--- config.mk ---
export PLATFORM = sky130hd
export DESIGN_NAME = asrv32_decoder_pipe
export DESIGN_NICKNAME = d
export VERILOG_FILES = /design/src/rtl/asrv32_decoder_pipe.sv
export SDC_FILE = /design/constraint.sdc
export NUM_CORES = 1
export LEC_CHECK = 0
export CORE_ASPECT_RATIO = 0.7
export CORE_MARGIN = 5
export CORE_UTILIZATION = 30
export DETAILED_ROUTE_END_ITERATION = 8
export REMOVE_ABC_BUFFERS = 1
export SYNTH_ARGS = -nofsm -noshare
export SYNTH_HDL_FRONTEND = slang
export SYNTH_SLANG_ARGS = --single-unit
--- constraint.sdc ---
create_clock -name i_clk -period 1.77 [get_ports i_clk]
set_input_delay 0.177 -clock i_clk [delete_from_list [all_inputs] [get_ports i_clk]]
set_output_delay 0.177 -clock i_clk [all_outputs]
set_load 0.01 [all_outputs]
--- src/rtl/asrv32_decoder_pipe.sv ---
// RV32I/E decode stage: a stallable pipeline register carrying the PC, a valid bit and the
// decoded fields between fetch and execute, with flush and an optional M-extension decode.
`ifndef OPCODE_WIDTH
`define OPCODE_WIDTH 11
`endif
`ifndef ALU_WIDTH
`define ALU_WIDTH 14
`endif
`ifndef EXCEPTION_WIDTH
`define EXCEPTION_WIDTH 4
`endif

module asrv32_decoder_pipe #(
    parameter bit          RV32E    = 1'b0,
    parameter bit          M_EXT    = 1'b1,
    parameter int unsigned PC_WIDTH = 32
) (
    input  logic                        i_clk,
    input  logic                        i_rst_n,
    input  logic [31:0]                 i_inst,
    input  logic [PC_WIDTH-1:0]         i_pc,
    input  logic                        i_valid,
    output logic                        o_ready,
    input  logic                        i_ready,
    input  logic                        i_flush,
    output logic                        o_valid,
    output logic [PC_WIDTH-1:0]         o_pc,
    output logic [4:0]                  o_rs1_addr,
    output logic [4:0]                  o_rs2_addr,
    output logic [4:0]                  o_rd_addr,
    output logic [31:0]                 o_imm,
    output logic [2:0]                  o_funct3,
    output logic [`OPCODE_WIDTH-1:0]    o_opcode,
    output logic [`ALU_WIDTH-1:0]       o_alu_op,
    output logic [7:0]                  o_mul_op,
    output logic [`EXCEPTION_WIDTH-1:0] o_exception
);

    localparam int unsigned OpRtype  = 0;
    localparam int unsigned OpItype  = 1;
    localparam int unsigned OpLoad   = 2;
    localparam int unsigned OpStore  = 3;
    localparam int unsigned OpBranch = 4;
    localparam int unsigned OpJal    = 5;
    localparam int unsigned OpJalr   = 6;
    localparam int unsigned OpLui    = 7;
    localparam int unsigned OpAuipc  = 8;
    localparam int unsigned OpSystem = 9;
    localparam int unsigned OpFence  = 10;

    localparam int unsigned AluAdd  = 0;
    localparam int unsigned AluSub  = 1;
    localparam int unsigned AluSlt  = 2;
    localparam int unsigned AluSltu = 3;
    localparam int unsigned AluXor  = 4;
    localparam int unsigned AluOr   = 5;
    localparam int unsigned AluAnd  = 6;
    localparam int unsigned AluSll  = 7;
    localparam int unsigned AluSrl  = 8;
    localparam int unsigned AluSra  = 9;
    localparam int unsigned AluEq   = 10;
    localparam int unsigned AluNeq  = 11;
    localparam int unsigned AluGe   = 12;
    localparam int unsigned AluGeu  = 13;

    localparam int unsigned ExcIllegal = 0;
    localparam int unsigned ExcEcall   = 1;
    localparam int unsigned ExcEbreak  = 2;
    localparam int unsigned ExcMret    = 3;

    localparam logic [6:0] OpcRtype  = 7'b0110011;
    localparam logic [6:0] OpcItype  = 7'b0010011;
    localparam logic [6:0] OpcLoad   = 7'b0000011;
    localparam logic [6:0] OpcStore  = 7'b0100011;
    localparam logic [6:0] OpcBranch = 7'b1100011;
    localparam logic [6:0] OpcJal    = 7'b1101111;
    localparam logic [6:0] OpcJalr   = 7'b1100111;
    localparam logic [6:0] OpcLui    = 7'b0110111;
    localparam logic [6:0] OpcAuipc  = 7'b0010111;
    localparam logic [6:0] OpcSystem = 7'b1110011;
    localparam logic [6:0] OpcFence  = 7'b0001111;

    logic [6:0] opc;
    logic [2:0] funct3;
    logic [6:0] funct7;
    logic [4:0] rd, rs1, rs2;
    logic [31:0] imm_i;

    assign opc    = i_inst[6:0];
    assign rd     = i_inst[11:7];
    assign funct3 = i_inst[14:12];
    assign rs1    = i_inst[19:15];
    assign rs2    = i_inst[24:20];
    assign funct7 = i_inst[31:25];
    assign imm_i  = {{20{i_inst[31]}}, i_inst[31:20]};

    logic [`OPCODE_WIDTH-1:0]    opcode_d;
    logic [`ALU_WIDTH-1:0]       alu_d;
    logic [7:0]                  mul_d;
    logic [31:0]                 imm_d;
    logic [`EXCEPTION_WIDTH-1:0] exc_d;
    logic                        illegal;
    logic                        use_rd, use_rs1, use_rs2;

    always_comb begin
        opcode_d = '0;
        alu_d    = '0;
        mul_d    = '0;
        imm_d    = '0;
        exc_d    = '0;
        illegal  = 1'b0;
        use_rd   = 1'b0;
        use_rs1  = 1'b0;
        use_rs2  = 1'b0;
        case (opc)
            OpcRtype: begin
                opcode_d[OpRtype] = 1'b1;
                use_rd  = 1'b1;
                use_rs1 = 1'b1;
                use_rs2 = 1'b1;
                case (funct7)
                    7'b0000000: begin
                        unique case (funct3)
                            3'b000: alu_d[AluAdd]  = 1'b1;
                            3'b001: alu_d[AluSll]  = 1'b1;
                            3'b010: alu_d[AluSlt]  = 1'b1;
                            3'b011: alu_d[AluSltu] = 1'b1;
                            3'b100: alu_d[AluXor]  = 1'b1;
                            3'b101: alu_d[AluSrl]  = 1'b1;
                            3'b110: alu_d[AluOr]   = 1'b1;
                            3'b111: alu_d[AluAnd]  = 1'b1;
                        endcase
                    end
                    7'b0100000: begin
                        if (funct3 == 3'b000) begin
                            alu_d[AluSub] = 1'b1;
                        end else if (funct3 == 3'b101) begin
                            alu_d[AluSra] = 1'b1;
                        end else begin
                            illegal = 1'b1;
                        end
                    end
                    7'b0000001: begin
                        if (M_EXT) begin
                            mul_d[funct3] = 1'b1;
                        end else begin
                            illegal = 1'b1;
                        end
                    end
                    default: illegal = 1'b1;
                endcase
            end
            OpcItype: begin
                opcode_d[OpItype] = 1'b1;
                use_rd  = 1'b1;
                use_rs1 = 1'b1;
                imm_d   = imm_i;
                unique case (funct3)
                    3'b000: alu_d[AluAdd]  = 1'b1;
                    3'b010: alu_d[AluSlt]  = 1'b1;
                    3'b011: alu_d[AluSltu] = 1'b1;
                    3'b100: alu_d[AluXor]  = 1'b1;
                    3'b110: alu_d[AluOr]   = 1'b1;
                    3'b111: alu_d[AluAnd]  = 1'b1;
                    3'b001: begin
                        alu_d[AluSll] = 1'b1;
                        illegal       = (funct7 != 7'b0000000);
                    end
                    3'b101: begin
                        // The shift op is still reported when the funct7 pattern is bad.
                        if (i_inst[30]) alu_d[AluSra] = 1'b1;
                        else            alu_d[AluSrl] = 1'b1;
                        illegal = (funct7 != 7'b0000000) && (funct7 != 7'b0100000);
                    end
                endcase
            end
            OpcLoad: begin
                opcode_d[OpLoad] = 1'b1;
                use_rd  = 1'b1;
                use_rs1 = 1'b1;
                imm_d   = imm_i;
                alu_d[AluAdd] = 1'b1;
            end
            OpcStore: begin
                opcode_d[OpStore] = 1'b1;
                use_rs1 = 1'b1;
                use_rs2 = 1'b1;
                imm_d   = {{20{i_inst[31]}}, i_inst[31:25], i_inst[11:7]};
                alu_d[AluAdd] = 1'b1;
            end
            OpcBranch: begin
                opcode_d[OpBranch] = 1'b1;
                use_rs1 = 1'b1;
                use_rs2 = 1'b1;
                imm_d   = {{19{i_inst[31]}}, i_inst[31], i_inst[7], i_inst[30:25],
                           i_inst[11:8], 1'b0};
                case (funct3)
                    3'b000:  alu_d[AluEq]   = 1'b1;
                    3'b001:  alu_d[AluNeq]  = 1'b1;
                    3'b100:  alu_d[AluSlt]  = 1'b1;
                    3'b101:  alu_d[AluGe]   = 1'b1;
                    3'b110:  alu_d[AluSltu] = 1'b1;
                    3'b111:  alu_d[AluGeu]  = 1'b1;
                    default: illegal        = 1'b1;
                endcase
            end
            OpcJal: begin
                opcode_d[OpJal] = 1'b1;
                use_rd = 1'b1;
                imm_d  = {{11{i_inst[31]}}, i_inst[31], i_inst[19:12], i_inst[20],
                          i_inst[30:21], 1'b0};
                alu_d[AluAdd] = 1'b1;
            end
            OpcJalr: begin
                opcode_d[OpJalr] = 1'b1;
                use_rd  = 1'b1;
                use_rs1 = 1'b1;
                imm_d   = imm_i;
                alu_d[AluAdd] = 1'b1;
            end
            OpcLui, OpcAuipc: begin
                opcode_d[(opc == OpcLui) ? OpLui : OpAuipc] = 1'b1;
                use_rd = 1'b1;
                imm_d  = {i_inst[31:12], 12'h000};
                alu_d[AluAdd] = 1'b1;
            end
            OpcSystem: begin
                opcode_d[OpSystem] = 1'b1;
                use_rd  = 1'b1;
                use_rs1 = 1'b1;
                imm_d   = {20'h00000, i_inst[31:20]};
                alu_d[AluAdd] = 1'b1;
                if (funct3 == 3'b000) begin
                    unique case (i_inst[21:20])
                        2'b00: exc_d[ExcEcall]  = 1'b1;
                        2'b01: exc_d[ExcEbreak] = 1'b1;
                        2'b10: exc_d[ExcMret]   = 1'b1;
                        2'b11: illegal          = 1'b1;
                    endcase
                end
            end
            OpcFence: begin
                opcode_d[OpFence] = 1'b1;
                imm_d = {20'h00000, i_inst[31:20]};
                alu_d[AluAdd] = 1'b1;
            end
            default: illegal = 1'b1;
        endcase

        // Only register fields the format actually reads are range-checked.
        if (RV32E && ((use_rd && rd[4]) || (use_rs1 && rs1[4]) || (use_rs2 && rs2[4]))) begin
            illegal = 1'b1;
        end
        exc_d[ExcIllegal] = illegal;
    end

    logic accept;

    assign o_ready = !o_valid || i_ready;
    assign accept  = i_valid && o_ready;

    always_ff @(posedge i_clk or negedge i_rst_n) begin
        if (!i_rst_n) begin
            o_valid     <= 1'b0;
            o_pc        <= '0;
            o_rs1_addr  <= '0;
            o_rs2_addr  <= '0;
            o_rd_addr   <= '0;
            o_imm       <= '0;
            o_funct3    <= '0;
            o_opcode    <= '0;
            o_alu_op    <= '0;
            o_mul_op    <= '0;
            o_exception <= '0;
        end else begin
            if (accept) begin
                o_pc        <= i_pc;
                o_rs1_addr  <= rs1;
                o_rs2_addr  <= rs2;
                o_rd_addr   <= rd;
                o_imm       <= imm_d;
                o_funct3    <= funct3;
                o_opcode    <= opcode_d;
                o_alu_op    <= alu_d;
                o_mul_op    <= mul_d;
                o_exception <= exc_d;
            end
            if (i_flush) begin
                o_valid <= 1'b0;
            end else if (accept) begin
                o_valid <= 1'b1;
            end else if (i_ready) begin
                o_valid <= 1'b0;
            end
        end
    end

endmodule
# ---- Word-level counts from Yosys, hierarchy flattened
# Index checks and enable logic that the tools add are counted.
dict set report op_classes {
  order_cmp 4
  n_eq_ne 24
  muxes 55
  n_reduce_logical 18
}
# operator n
set op_table {}
lappend op_table {{$pmux W32 S6} 1}
lappend op_table {{$eq A7 B6 Y1 const B} 4}
lappend op_table {{$eq A7 B7 Y1 const B} 4}
lappend op_table {{$mux W1} 28}
lappend op_table {{$pmux W1 S2} 11}
lappend op_table {{$mux W8} 2}
lappend op_table {{$eq A7 B5 Y1 const B} 2}
lappend op_table {{$eq A3 B3 Y1 const B} 4}
lappend op_table {{$pmux W6 S2} 1}
lappend op_table {{$mux W4} 2}
lappend op_table {{$reduce_or A8 Y1} 1}
lappend op_table {{$eq A7 B1 Y1 const B} 1}
lappend op_table {{$eq A7 B2 Y1 const B} 1}
lappend op_table {{$eq A7 B4 Y1 const B} 1}
lappend op_table {{$logic_not A7 Y1} 1}
lappend op_table {{$mux W7} 1}
lappend op_table {{$ne A7 B6 Y1 const B} 1}
lappend op_table {{$reduce_bool A7 Y1} 1}
lappend op_table {{$reduce_or A7 Y1} 1}
lappend op_table {{$eq A3 B2 Y1 const B} 2}
lappend op_table {{$mux W3} 2}
lappend op_table {{$pmux W2 S3} 1}
lappend op_table {{$reduce_or A2 Y1} 3}
lappend op_table {{$reduce_or A6 Y1} 1}
lappend op_table {{other kinds (19)} 24}
dict set report totals {
  ff_bits 120
  inputBits 69
  output_inout_bits 121
  word_cells 112
}

# ---- Depth between registers and ports, before layout
dict set report depth {
  ltp_word 7
  ltp_mapped 8
  depth_no_buf 5
}

# ---- Worst setup path after synthesis
# OpenSTA, ideal clock, no wires.
dict set report synth_timing {
  path_kind {register to register}
  start {register o_valid}
  end {register o_mul_op[1]}
  setup_time_ns 0.090
  arrival_ns 1.550
  t_required_ns 1.680
  path_slack_ns 0.130
  stages_incl_launch_ff 8
  path_buffers 2
  period_less_slack_ns 1.640
  cell_sequence {dfrtp_1 nand2b_1 and2_1 buf_2 nand3b_1 or3_1 buf_2 o31ai_4}
}
dict set report synth_between {
  elab_chain_len 3
}
# item line_no
set synth_rtl {}
lappend synth_rtl {{start, declared} 26} ;# output logic o_valid,
lappend synth_rtl {{start signal, assigned} 264} ;# o_valid <= 1'b0;
lappend synth_rtl {{start signal, assigned} 289} ;# o_valid <= 1'b0;
lappend synth_rtl {{start signal, assigned} 291} ;# o_valid <= 1'b1;
lappend synth_rtl {{$logic_not A1 Y1} 259} ;# assign o_ready = !o_valid || i_ready;
lappend synth_rtl {{$logic_or A1 B1 Y1} 259}
lappend synth_rtl {{net o_ready} 23} ;# output logic o_ready,
lappend synth_rtl {{$logic_and A1 B1 Y1} 260} ;# assign accept = i_valid && o_ready;
lappend synth_rtl {{end signal, assigned} 285} ;# o_mul_op <= mul_d;
lappend synth_rtl {{end, declared} 35} ;# output logic [7:0] o_mul_op,
# The timed path passes the listed nets, and every way through them passes these cells.
# A chain may end at the register's enable or synchronous reset.

# ---- Final worst setup path
dict set report layout_timing {
  start {input i_inst[26]}
  end {register o_alu_op[9]}
}
dict set report layout_between {
  elab_chain_len 3
}
# item line_no
set layout_rtl {}
lappend layout_rtl {{start, declared} 20} ;# input logic [31:0] i_inst,
lappend layout_rtl {{$eq A7 B6 Y1} 121} ;# case (funct7)
lappend layout_rtl {{$mux W1} 121}
lappend layout_rtl {{$pmux W6 S2} 115} ;# case (opc)
lappend layout_rtl {{end signal, assigned} 284} ;# o_alu_op <= alu_d;
lappend layout_rtl {{end, declared} 34} ;# output logic [`ALU_WIDTH-1:0] o_alu_op,
# Every way passes these cells.

==> impl_results.md <==
- Most Used Layer, Global Route: met2
- Clock Sinks: 120
- Yosys cell types: 53
- HP Class: input pin to flop
- Max Fclk: 611.3 MHz
- Drt pass-1 iters: 5
- #FFs+latches synth: 120
- Sum Neg Setup Slack: 0 ps
- Area leader, netlist: dfrtp_1
- Final hold viol count: 0
- Share of the synthesized area in the top cell type: 57.86%
- Dpl cells: 1015
- IR drop worst, VDD: 469.5 µV
- Ys flop type: dfrtp_1
- Area contributors post-synth: dfrtp_1 (58%), nand2_1 (15%), a21oi_1 (2.7%)
- # DRC: 0
- Min cycle time layout: 1636 ps
- Routed length per instance: 16.71 µm
- Total CTS buffers: 17
- M3 GR Usage: 7.771%
- HPWL Detailed: 12.86 mm
- IO buf count: 189
- Max-slew headroom: 52.56%
- Outcome: finished clean
- Total number of vias: 4964
- GR Layer Usage met2: 26.09%
- First DRT Iteration DRCs: 345
- Root buf cell: clkbuf_16
- Die W: 167.2 µm
- Count leader, synth: nand2_1
- Avg Cell Area, Syn: 9.137 µm²
- Startpoint Class: input pin
- Die height: 120.0 µm
- Sequential-to-total area share from yosys stat: 57.86%
- Buffer count from post-CTS setup fixing: 0
- Std-Cell Rows: 40
- Max Slew Vio Count: 0
- DRT Wirelength: 17.50 mm
- Largest net degree at the start of global routing: 121
- Total core area: 17070 µm²
- Routability cong.: 0.8403
- Power, Total: 7.829 mW
- CP Capture Type: flop
- Initial antenna violation count: 0
- Worst-margin pin slew: 711.6 ps
- Final setup fails: 0
- DRT antenna net count: 0
- Asr flop ratio synth: 100.0%
- Mapped Area: 5190 µm²
- Antenna cells: 0
- CTS Buffer Depth: 2
- EDFF count, synth: 0
- Starting Density: 30.41%
- Maxcap violations: 0
- Post-synth top cells: nand2_1 (214), dfrtp_1 (120), a21oi_1 (28), nor2_1 (28), o21ai_0 (24)
- Reg area: 3003 µm²
- Final clock skew: 7.734 ps
- Vias in the first global route: 5151
- Setup slack at placement: -331.1 ps
- Clock slew at reported path FFs: 60 ps
- Final Cycle Share: 92.43%
- Vias/cell: 4.741
- Peak fanout along the critical path: 3
- Die area: 20070 µm²
- Leakage: 3.714 nW
- Area taken by multi-input logic gates: 2011 µm²
- GR Overflow Total: 0
- Final core utilization: 49.10%
- Layout cells sized above 1: 13.36%
- All-Layer GR Usage: 17.58%
- Met1 Use GR: 23.46%
- Setup WS post-layout: 134.0 ps
- Final-stage net count: 873
- Crit Path Class: input pin to flop
- Warnings from Yosys: 0
- Worst EP arrival: 1970 ps
- Syn Inst Count: 568
- Power per cell area: 934.3 nW/µm²
- Final Non-Filler Cells: 1047
- I/O Pins: 190
- Required time worst endpoint: 2100 ps
- RSZ-0062 raised after global routing: no
- First-pass GRT wire length: 28.03 mm
- Area growth syn-to-layout: 61.45%
- Worst skew pair latency: 410 ps
- FILL cells: 1615
- H-Tree Depth: 4
- CTS tree: yes
[per-layer routing]
layer | up-vias | routed length, µm
met2 | 194 | 7481
li1 | 2375 | -
met3 | 15 | 1798
met5 | - | 0
met4 | 0 | 175
met1 | 2380 | 8041
[layout by cell type (no fill, tap or decap), drive strengths merged, types with 2 or more instances in the layout]
master and count:
a21oi 29, a22o 8, a22oi 4, a31oi 5, a41oi 2, and2 2, buf 67, bufinv 3
clkbuf 23, clkdlybuf4s50 187, clkinv 4, dfrtp 120, inv 4, mux2 2, nand2 214, nand2b 8
nand3 10, nand3b 5, nor2 29, nor2b 4, nor3 4, o21a 2, o21ai 35, o31ai 10
o41ai 2, or2 3, or3 5, xor2 2
[stage by stage]
step	instance area (µm²)	hold WS (ps)
6_report	8379	295.2
5_1_grt	8379	278.9
4_1_cts	8372	272.2
3_5_place_dp	7772	336.0
3_3_place_gp	7772	325.8
2_1_floorplan	5015	-118.6
[logic make-up (layout without fill, tap and decap cells)]
group           after synthesis  count (layout)  share of synthesized area, %
xor+xnor                      2               2                        0.3376
flops                       120             120                         57.86
buf+inv                      43             291                         3.664
mux                           3               3                        0.6268
simple gates                290             290                         23.72
compound gates              110             110                         13.79
[report_power, final]
| part | switching [mW] | internal [mW] | leakage, nW |
|---|---|---|---|
| Sequential | 0.111 | 2.94 | 1.55 |
| Clock | 1.21 | 2.28 | 0.287 |
| Combinational | 0.613 | 0.683 | 1.88 |
[registers in the layout (all words and copies together), names as in the netlist, 4 cells and up]
| register | cells |
|---|---|
| o_alu_op | 14 |
| o_exception | 4 |
| o_imm | 32 |
| o_mul_op | 8 |
| o_opcode | 11 |
| o_pc | 32 |
| o_rd_addr | 5 |
| o_rs1_addr | 5 |
| o_rs2_addr | 5 |
[critical path: stages]
cell and delay, ps:
clkdlybuf4s50_1 460, nor4_1 340, buf_4 200, nand2_1 60, buf_4 130, a2111oi_0 400, a22o_1 200
[final timing paths]
check	depth (start not counted)	end	slack, ps	start
max in group asynchronous	3	o_opcode[3]	820	i_rst_n
min in group asynchronous	3	o_valid	370	i_rst_n
hold reg to reg	2	o_pc[16]	480	o_pc[16]
setup reg to reg	7	o_imm[2]	280	o_valid
setup / recovery	7	o_alu_op[9]	130	i_inst[26]
hold / removal	3	o_pc[14]	300	i_pc[14]
[layout make-up]
| cell class | instances | share of cell area [%] |
|---|---|---|
| Clock buffer | 23 | 5.585 |
| Multi-Input combinational cell | 405 | 24.00 |
| Inverter | 4 | 0.1792 |
| Timing Repair Buffer | 256 | 29.51 |
| Tap cell | 231 | 3.449 |
| Sequential cell | 120 | 35.84 |
| Clock inverter | 8 | 1.448 |
[what timing repair did]
item / 4_1_cts / 5_1_grt
endpoints found under the hold margin: 120 / 0
setup endpoints to repair: 0 / 2
gates resized for setup: 0 / 2
hold buffers: 1 / 0
Note: power is estimated with default switching activity, not from simulation.
